File: config.mk
export PLATFORM = sky130hd
export DESIGN_NAME = pipe_hazard_ctrl
export DESIGN_NICKNAME = d
export VERILOG_FILES = /design/src/rtl/pipe_hazard_ctrl.sv
export SDC_FILE = /design/constraint.sdc
export NUM_CORES = 1
export LEC_CHECK = 0
export CAP_MARGIN = 20
export CORE_MARGIN = 1.5
export CORE_UTILIZATION = 30
export CTS_BUF_LIST = sky130_fd_sc_hd__clkbuf_16
export CTS_CLUSTER_SIZE = 10
export DETAILED_ROUTE_END_ITERATION = 8
export PLACE_DENSITY = 0.58
export SETUP_SLACK_MARGIN = 0.1
export SYNTH_ARGS = -nofsm -noshare
export SYNTH_HDL_FRONTEND = slang
export SYNTH_SLANG_ARGS = --single-unit
export TNS_END_PERCENT = 50
File: constraint.sdc
create_clock -name clk -period 2.78 [get_ports clk]
set_clock_uncertainty 0.1 [all_clocks]
set_input_delay 0.556 -clock clk [delete_from_list [all_inputs] [get_ports clk]]
set_output_delay 0.556 -clock clk [all_outputs]
set_load 0.005 [all_outputs]
File: src/rtl/pipe_hazard_ctrl.sv
// Hazard and pipeline-enable controller for the 5-stage CPU.
// It produces the operand-forwarding selects and detects load-use hazards.
// It flushes IF/ID on a taken branch and freezes the whole pipeline while a
// data-memory access is outstanding. Memory accesses that never complete
// are abandoned after WAIT_MAX frozen cycles and raise a sticky mem_err.
module pipe_hazard_ctrl #(
    parameter int WAIT_MAX = 16,
    parameter int CNT_W    = 16
) (
    input  logic             clk,
    input  logic             clrn,
    input  logic [4:0]       id_rs,
    input  logic [4:0]       id_rt,
    input  logic             id_use_rs,
    input  logic             id_use_rt,
    input  logic             exe_wreg,
    input  logic             exe_m2reg,
    input  logic [4:0]       exe_rn,
    input  logic             mem_wreg,
    input  logic             mem_m2reg,
    input  logic [4:0]       mem_rn,
    input  logic             mem_req,
    input  logic             mem_ready,
    input  logic             branch_taken,
    output logic [1:0]       fwd_a,
    output logic [1:0]       fwd_b,
    output logic             pc_en,
    output logic             if_id_en,
    output logic             if_id_flush,
    output logic             id_exe_bubble,
    output logic             exe_mem_en,
    output logic             mem_wb_bubble,
    output logic [CNT_W-1:0] stall_cnt,
    output logic             mem_err
);

    typedef enum logic {
        RUN      = 1'b0,
        MEM_WAIT = 1'b1
    } state_t;

    // Last wait_cnt value before the access is declared timed out.
    localparam logic [15:0] WAIT_LAST = 16'(WAIT_MAX - 1);

    state_t      state;
    state_t      state_nxt;
    logic [15:0] wait_cnt;
    logic [15:0] wait_cnt_nxt;
    logic        err_set;

    logic        lu;
    logic        frz_run;
    logic        mem_done;
    logic        freeze;

    // Forwarding select for one operand; EXE wins over MEM, r0 never forwards.
    function automatic logic [1:0] fwd_sel(
        input logic [4:0] x,
        input logic       e_wreg,
        input logic       e_m2reg,
        input logic [4:0] e_rn,
        input logic       m_wreg,
        input logic       m_m2reg,
        input logic [4:0] m_rn
    );
        logic [1:0] sel;
        sel = 2'b00;
        if (e_wreg && !e_m2reg && (e_rn != 5'd0) && (e_rn == x))
            sel = 2'b01;
        else if (m_wreg && (m_rn != 5'd0) && (m_rn == x))
            sel = m_m2reg ? 2'b11 : 2'b10;
        return sel;
    endfunction

    // Saturating increment for the stall counter.
    function automatic logic [CNT_W-1:0] sat_inc(input logic [CNT_W-1:0] v);
        return (v == {CNT_W{1'b1}}) ? v : v + 1'b1;
    endfunction

    // Hazard terms: load-use on EXE load, memory stall in RUN and completion.
    always_comb begin
        lu = exe_wreg && exe_m2reg && (exe_rn != 5'd0) &&
             ((id_use_rs && (exe_rn == id_rs)) || (id_use_rt && (exe_rn == id_rt)));
        frz_run  = mem_req && !mem_ready;
        mem_done = mem_req && mem_ready;
        freeze   = (state == RUN) ? frz_run : !mem_done;
    end

    // State register, wait counter and sticky error; reset aborts any wait.
    always_ff @(posedge clk or negedge clrn) begin
        if (!clrn) begin
            state    <= RUN;
            wait_cnt <= 16'd0;
            mem_err  <= 1'b0;
        end else begin
            state    <= state_nxt;
            wait_cnt <= wait_cnt_nxt;
            if (err_set)
                mem_err <= 1'b1;
        end
    end

    // Next state: enter MEM_WAIT on an unfinished access, leave on completion or timeout.
    always_comb begin
        state_nxt    = state;
        wait_cnt_nxt = wait_cnt;
        err_set      = 1'b0;
        case (state)
            RUN: begin
                if (frz_run) begin
                    state_nxt    = MEM_WAIT;
                    wait_cnt_nxt = 16'd1;
                end else begin
                    wait_cnt_nxt = 16'd0;
                end
            end
            MEM_WAIT: begin
                if (mem_done) begin
                    state_nxt    = RUN;
                    wait_cnt_nxt = 16'd0;
                end else if (wait_cnt == WAIT_LAST) begin
                    state_nxt    = RUN;
                    wait_cnt_nxt = 16'd0;
                    err_set      = 1'b1;
                end else begin
                    wait_cnt_nxt = wait_cnt + 16'd1;
                end
            end
            default: begin
                state_nxt    = RUN;
                wait_cnt_nxt = 16'd0;
            end
        endcase
    end

    // Pipeline enables and bubbles: freeze over load-use over branch; all idle in reset.
    always_comb begin
        fwd_a         = 2'b00;
        fwd_b         = 2'b00;
        pc_en         = 1'b0;
        if_id_en      = 1'b0;
        if_id_flush   = 1'b0;
        id_exe_bubble = 1'b1;
        exe_mem_en    = 1'b0;
        mem_wb_bubble = 1'b1;
        if (clrn) begin
            fwd_a = fwd_sel(id_rs, exe_wreg, exe_m2reg, exe_rn, mem_wreg, mem_m2reg, mem_rn);
            fwd_b = fwd_sel(id_rt, exe_wreg, exe_m2reg, exe_rn, mem_wreg, mem_m2reg, mem_rn);
            if (freeze) begin
                // ID/EXE holds because both pc_en and id_exe_bubble are low.
                id_exe_bubble = 1'b0;
                mem_wb_bubble = 1'b1;
            end else if (lu) begin
                id_exe_bubble = 1'b1;
                exe_mem_en    = 1'b1;
                mem_wb_bubble = 1'b0;
            end else begin
                pc_en         = 1'b1;
                if_id_en      = 1'b1;
                id_exe_bubble = 1'b0;
                exe_mem_en    = 1'b1;
                mem_wb_bubble = 1'b0;
                if_id_flush   = branch_taken;
            end
        end
    end

    // Count every cycle the PC is held (load-use or freeze), saturating.
    always_ff @(posedge clk or negedge clrn) begin
        if (!clrn)
            stall_cnt <= '0;
        else if (!pc_en)
            stall_cnt <= sat_inc(stall_cnt);
    end

endmodule
==> metrics.md, run 1 <==
| Metric | Value |
|---|---|
| Status | finished clean |
| Pleak | 1.37 nW |
| Via count | 1838 |
| Fmax | 0.378 GHz |
| CP startpoint kind | primary input |
| Die area | 7350 um2 |
| Initial antenna violation count | 0 |
| R2r endpoint | stall_cnt[1]$_DFFE_PN0P_ |
| Worst reg2reg startpoint | stall_cnt[0]$_DFFE_PN0P_ |
| Root Driver | clkbuf_16 |
| Combinational Power Share | 30.3% |
| Max FO, Critical Path | 2 |
| H-tree depth | 2 |
| Register-to-Register Path Depth | 8 |
| Ant diodes | 0 |
| Routability cong. | 0.819 |
| Cell area after synthesis | 2050 um2 |
| CTS clk-pin slew, worst paths | 50 ps |
| Initial DRC count | 80 |
| Final setup vio count | 0 |
| DRC violations left | 0 |
| Final number of hold-violating endpoints | 0 |
| Final Critical Period | 2650 ps |
| Routed WL | 5.14 mm |
| Ports | 58 |
| Final Slew Violations | 0 |
| Switching part of the total | 28.9% |
| Initial Util | 31.6% |
| Smallest hold slack | 184 ps |
| Average wire per standard cell | 13.5 um |
| Util after Layout | 48.4% |
| Core ar. | 6490 um2 |
| Rows | 29 |
| Setup TNS | 0 ps |
| Top FF cell, synth | dfrtp_1 |
| Unrepaired setup endpoints after global routing | yes |
| Total grt overflow | 0 |
| Clock tree buffer depth | 2 |
| Number of distinct library cells after synthesis | 34 |
| Layout cells sized above 1 | 29.2% |
| Arrival @ worst endpoint | 1990 ps |
| Share of power burned in registers | 37.9% |
| Worst skew pair latency | 280 ps |
| Pint | 1.36 mW |
| Inserted Clock Buffers | 5 |
| Worst Max-Slew Pin Slew | 586 ps |
| Clock sink total | 34 |
| Clock power frac | 31.7% |
| DP Area | 2850 um2 |
| CTS tree | built |
| First-pass GRT wire length | 8.48 mm |
| Sequential area share after synthesis | 41.4% |
| Hpwl dp | 3.76 mm |
| Pwr dens | 609 nW/um2 |
| Final worst setup slack | 131 ps |
| CP startpoint | id_rt[0] |
| P_sw | 554 uW |
| Post-layout nets | 338 |
| EDFF count, synth | 0 |
| Tcrit/Tclk final | 95.3% |
| Seq cells post-synth | 34 |
| Cell count after synthesis | 208 |
| PortBufs | 57 |
| Synthesized net count | 241 |
| Fillers | 608 |
| Worst Path Required | 2120 ps |
| Largest net degree at the start of global routing | 39 |
| Die Width | 85.8 um |
| Max IR drop VDD | 0.000330 V |
| Hold Crit Class | primary input to asynchronous set/reset pin |
| P&R area growth vs syn | 53.2% |
| Post-route cell area | 3150 um2 |
| Antenna-violating nets left | 0 |
| Setup WS pre-CTS | -405 ps |
| WS Path Type | primary input to primary output |
| Critical Path End | pc_en |
| Total iterations of the first detailed-routing run | 4 |
| CP endpoint kind | primary output |
| Slew HR | 60.8% |
| DR vias/cell | 4.81 |
| Vias in the first global route | 1807 |
| Die Y | 85.8 um |
| Reg2reg setup slack | 810 ps |
| Warnings, synthesis | 0 |
| Max Cap Viol | 0 |
| Syn avg cell area | 9.88 um2 |
| Fraction of registers with async set or reset after synthesis | 100% |
| GRT Util Overall | 14.5% |
critical path, cell delays in order:
cell and delay (ps):
dlygate4sd2_1 260, xnor2_1 170, nand3_1 140, nor2_2 170, o2111ai_4 150, buf_6 140
and2_1 150, dlygate4sd2_1 260
layout by cell type, fill, tap and decap left out, types with 6 or more instances in the layout:
| cell type | count |
|---|---|
| clkdlybuf4s15_1 | 7 |
| nand2_1 | 15 |
| a211oi_2 | 6 |
| xnor2_1 | 18 |
| dfrtp_1 | 34 |
| and3_1 | 8 |
| nor2_1 | 21 |
| clkbuf_2 | 7 |
| xor2_1 | 23 |
| buf_4 | 37 |
| buf_2 | 7 |
| nand3_1 | 20 |
| clkdlybuf4s50_1 | 27 |
power groups by stage:
stage                     logic [mW]  registers (mW)  clock network (mW)
after floorplan                0.221           0.715                   0
after global placement         0.554           0.730                   0
after detailed placement       0.560           0.735                   0
after CTS                      0.581           0.727               0.622
after global routing           0.631           0.742               0.640
final                          0.581           0.727               0.609
per-layer routing:
layer	wire length [um]	part of all wire, %	track usage, %
met3	160	3.1	2.79
met2	2430	47	23.4
met4	59	1.1	3.96
met5	0	0	0
met1	2490	48	20.0
cell usage after synthesis, drive strengths merged, types with 3 or more instances:
| cell type | number | area [um2] |
|---|---|---|
| a211oi | 9 | 97.6 |
| nand3 | 20 | 100 |
| xnor2 | 22 | 193 |
| and3 | 8 | 50.1 |
| o21ai | 3 | 15.0 |
| nor2 | 25 | 98.8 |
| nand4 | 3 | 18.8 |
| mux2 | 4 | 45.0 |
| inv | 4 | 15.0 |
| nor4 | 5 | 31.3 |
| a21oi | 5 | 25.0 |
| and4 | 4 | 35.0 |
| dfrtp | 34 | 851 |
| xor2 | 23 | 201 |
| nand2 | 15 | 56.3 |
| buf | 5 | 36.3 |
registers in the layout, indices dropped and copies added, names as in the netlist:
name       count
mem_err        1
stall_cnt     16
state          1
wait_cnt      16
logic make-up after synthesis:
logic type	Yosys count	share of synthesized area (%)
flops	34	41.4
xor+xnor	45	19.2
buf+inv	10	2.68
mux	4	2.19
compound gates	28	12.7
fa+ha+maj	2	1.22
simple gates	85	20.6
timing repair:
| action | CTS | global route |
|---|---|---|
| hold buffers | 0 | 0 |
| resized for setup | 73 | 21 |
| pin swaps | 18 | 16 |
| endpoints found under the setup margin | 10 | 10 |
| buffers inserted | 17 | 0 |
worst min-delay path by stage:
stage	start	end	slack, ps	cells past startpoint
floorplan	clrn	mem_err$_DFFE_PN0P_	160	0
global placement	mem_err$_DFFE_PN0P_	mem_err$_DFFE_PN0P_	370	1
detailed placement	mem_err$_DFFE_PN0P_	mem_err$_DFFE_PN0P_	380	1
CTS	clrn	wait_cnt[10]$_DFF_PN0_	210	2
global route	clrn	wait_cnt[13]$_DFF_PN0_	220	2
finish	clrn	wait_cnt[10]$_DFF_PN0_	180	2
cell type report:
type	instances	area [um2]	share of cell area [%]
inverter	4	15.0	0.477
clock buffer	5	125	3.98
timing repair buffer	96	810	25.7
tap	77	96.3	3.06
multi-input combinational	164	1220	38.6
sequential	34	851	27.0
clock inverter	2	33.8	1.07
metrics by stage:
step	power, mW	std cells
2_1_floorplan	0.936	208
3_3_place_gp	1.28	358
3_5_place_dp	1.29	358
4_1_cts	1.93	382
5_1_grt	2.01	382
6_report	1.92	382
(Power assumes the default switching activity.)
==> inputs of run 2 (changes only) <==
--- a/config.mk
+++ b/config.mk
@@ -7,11 +7,11 @@
 export LEC_CHECK = 0
 export CAP_MARGIN = 20
 export CORE_MARGIN = 1.5
-export CORE_UTILIZATION = 30
+export CORE_UTILIZATION = 43
 export CTS_BUF_LIST = sky130_fd_sc_hd__clkbuf_16
 export CTS_CLUSTER_SIZE = 10
 export DETAILED_ROUTE_END_ITERATION = 8
-export PLACE_DENSITY = 0.58
+export PLACE_DENSITY = 0.8
 export SETUP_SLACK_MARGIN = 0.1
 export SYNTH_ARGS = -nofsm -noshare
 export SYNTH_HDL_FRONTEND = slang
==> constraint.sdc (replaced) <==
create_clock -name clk -period 2.3 [get_ports clk]
set_clock_uncertainty 0.1 [all_clocks]
set_input_delay 0.46 -clock clk [delete_from_list [all_inputs] [get_ports clk]]
set_output_delay 0.46 -clock clk [all_outputs]
set_load 0.005 [all_outputs]
==> metrics.md, run 2 (synthesis results as in run 1) <==
| Metric | Value |
|---|---|
| First-pass GRT wire length | 9.14 mm (was 8.48 mm) |
| Total grt overflow | 0 (unchanged) |
| Clock power frac | 28.4% (was 31.7%) |
| Design Power | 2.27 mW (was 1.92 mW) |
| Final setup vio count | 3 (was 0) |
| Critical path depth in cells | 7 (was 8) |
| Post-route cell area | 3200 um2 (was 3150 um2) |
| GRT Util Overall | 23.0% (was 14.5%) |
| H-tree depth | 2 (unchanged) |
| Fmax | 0.427 GHz |
| Antenna-violating nets left | 0 (unchanged) |
| Setup TNS | -81.4 ps (was 0 ps) |
| Util after Layout | 71.5% (was 48.4%) |
| Max Cap Viol | 0 (unchanged) |
| Worst Max-Slew Pin Slew | 405 ps (was 586 ps) |
| Slew HR | 72.9% (was 60.8%) |
| Ports | 58 (unchanged) |
| Clock tree buffer depth | 2 (unchanged) |
| DP Area | 2840 um2 (was 2850 um2) |
| CP startpoint kind | primary input (unchanged) |
| PortBufs | 57 (unchanged) |
| Routability cong. | 0.862 (was 0.819) |
| Vias in the first global route | 1902 (was 1807) |
| Post-layout nets | 335 (was 338) |
| Core ar. | 4470 um2 (was 6490 um2) |
| Clock sink total | 34 (unchanged) |
| Die Y | 72.1 um (was 85.8 um) |
| Status | complete, but fails checks (was finished clean) |
| Worst Path Required | 1740 ps (was 2120 ps) |
| DR vias/cell | 5.46 (was 4.81) |
| Switching part of the total | 31.3% (was 28.9%) |
| Tcrit/Tclk final | 102% |
| Crit path max-delay family | simple AND/OR/NAND/NOR gates (was buffers and inverters) |
| Average wire per standard cell | 16.4 um (was 13.5 um) |
| Inserted Clock Buffers | 5 (unchanged) |
| Max IR drop VDD | 0.000575 V (was 0.000330 V) |
| Total iterations of the first detailed-routing run | 4 (unchanged) |
| Pint | 1.56 mW (was 1.36 mW) |
| Hold Crit Class | primary input to asynchronous set/reset pin (unchanged) |
| Routed WL | 5.82 mm (was 5.14 mm) |
| Arrival @ worst endpoint | 1780 ps (was 1990 ps) |
| CTS Hold Buffers Added | 0 (unchanged) |
| Biggest regs | stall_cnt x16, wait_cnt x16 (unchanged) |
| Combinational Power Share | 32.8% (was 30.3%) |
| Most frequent cells in the layout | 36 x buf_4, 34 x dfrtp_1, 23 x xor2_1, 21 x clkdlybuf4s50_1, 20 x nor2_1 (was 37 x buf_4, 34 x dfrtp_1, 27 x clkdlybuf4s50_1, 23 x xor2_1, 21 x nor2_1) |
| Failing checks | setup timing |
| CTS tree | built (unchanged) |
| Register-to-Register Path Depth | 7 (was 8) |
| Crit path buf inv count | 3 (unchanged) |
| Setup WS pre-CTS | -676 ps (was -405 ps) |
| Fillers | 311 (was 608) |
| Final worst setup slack | -42.4 ps (was 131 ps) |
| WS Path Type | primary input to primary output (unchanged) |
| Layout cells sized above 1 | 38.0% (was 29.2%) |
| Slowest CP cell | or4_4 (was dlygate4sd2_1) |
| Hpwl dp | 3.89 mm (was 3.76 mm) |
| DRC violations left | 0 (unchanged) |
| Initial DRC count | 123 (was 80) |
| Initial antenna violation count | 1 (was 0) |
| Initial Util | 45.9% (was 31.6%) |
| Rows | 24 (was 29) |
| CP Cell Sequence | buf_6, or4_4, o211ai_1, buf_4, nor4_4, a32o_1, buf_2 (was dlygate4sd2_1, xnor2_1, nand3_1, nor2_2, o2111ai_4, buf_6, and2_1, dlygate4sd2_1) |
| Root Driver | clkbuf_16 (unchanged) |
| Pleak | 1.40 nW (was 1.37 nW) |
| Via count | 1944 (was 1838) |
| Share of power burned in registers | 38.8% (was 37.9%) |
| Biggest cell delay along the critical path | 510 ps (was 260 ps) |
| Final Slew Violations | 0 (unchanged) |
| CTS clk-pin slew, worst paths | 50 ps (about the same) |
| Worst skew pair latency | 280 ps (about the same) |
| Die Width | 72.1 um (was 85.8 um) |
| P_sw | 708 uW (was 554 uW) |
| Pwr dens | 708 nW/um2 (was 609 nW/um2) |
| Final number of hold-violating endpoints | 0 (unchanged) |
| Most common cell after layout, fill and taps aside | buf_4 (unchanged) |
| Die area | 5200 um2 (was 7350 um2) |
| CP endpoint kind | primary output (unchanged) |
| P&R area growth vs syn | 55.7% (was 53.2%) |
| Largest net degree at the start of global routing | 16 (was 39) |
| Unrepaired setup endpoints after global routing | yes (unchanged) |
| Final Critical Period | 2340 ps |
| Max FO, Critical Path | 2 (unchanged) |
## run 2: cell types whose count changed in the layout (fill, tap and decap cells not counted), moves of 2 or more
cell | previous run | this run
buf_2 | 7 | 18
buf_6 | 2 | 10
clkbuf_2 | 7 | 1
clkdlybuf4s15_1 | 7 | 1
clkdlybuf4s50_1 | 27 | 21
xnor2_1 | 18 | 12
nand3_1 | 20 | 16
nand3_2 | 0 | 4
xnor2_2 | 4 | 7
xnor2_4 | 0 | 3
clkdlybuf4s15_2 | 2 | 0
## run 2: timing repair
action / CTS / global route
resized for setup: 141 / 37
pin swaps: 25 / 17
setup endpoints to repair: 26 / 20
setup buffers: 10 / 1
cloned: 0 / 0
## run 2: final cells by class
class | count | area [um2] | share of cell area, %
repair buffers | 93 | 754 | 23.6
clock buffers | 5 | 125 | 3.91
flip-flops and latches | 34 | 851 | 26.6
well taps | 52 | 65.1 | 2.03
diodes | 1 | 2.50 | 0.0782
inverters | 4 | 15.0 | 0.469
clock inverters | 3 | 16.3 | 0.508
multi-input cells | 164 | 1370 | 42.8
## run 2: power groups by stage
stage	registers [mW]	clock network, mW	logic, mW
after floorplan	0.864	0	0.267
after global placement	0.878	0	0.660
after detailed placement	0.883	0	0.676
after CTS	0.876	0.647	0.697
after global routing	0.901	0.686	0.796
final	0.878	0.644	0.744
## run 2: final timing paths
kind                                               start                         to  slack (ps)
worst max-delay path                           mem_rn[1]                   fwd_b[0]         -40
worst min-delay path                                clrn      wait_cnt[0]$_DFF_PN0_          70
worst max register to register  stall_cnt[4]$_DFFE_PN0P_  stall_cnt[11]$_DFFE_PN0P_         360
worst min register to register       mem_err$_DFFE_PN0P_        mem_err$_DFFE_PN0P_         370
max in group asynchronous                           clrn   stall_cnt[2]$_DFFE_PN0P_        1620
min in group clk                     mem_err$_DFFE_PN0P_        mem_err$_DFFE_PN0P_         370
## run 2: per-layer routing
layer  share of wire [%]  global-route usage [%]  up-vias
met5                   0                       0        -
met4                 4.8                    11.9        0
met3                 3.9                    4.31       18
met2                  51                    38.8       48
met1                  40                    28.1      954
li1                    -                       -      924
## run 2: per-stage QoR
step / std cells / hold slack, ps
after floorplan: 208 / 64.4
after global placement: 337 / 353
after detailed placement: 337 / 350
after CTS: 355 / 60.1
after global routing: 356 / 75.2
final: 356 / 66.4
==> inputs of run 3 (changes only) <==
--- a/config.mk
+++ b/config.mk
@@ -13,6 +13,7 @@
 export DETAILED_ROUTE_END_ITERATION = 8
 export PLACE_DENSITY = 0.8
 export SETUP_SLACK_MARGIN = 0.1
+export SLEW_MARGIN = 40
 export SYNTH_ARGS = -nofsm -noshare
 export SYNTH_HDL_FRONTEND = slang
 export SYNTH_SLANG_ARGS = --single-unit
==> results of run 3 <==
Same layout as run 2: the final DEF is identical, and so are final timing and power.
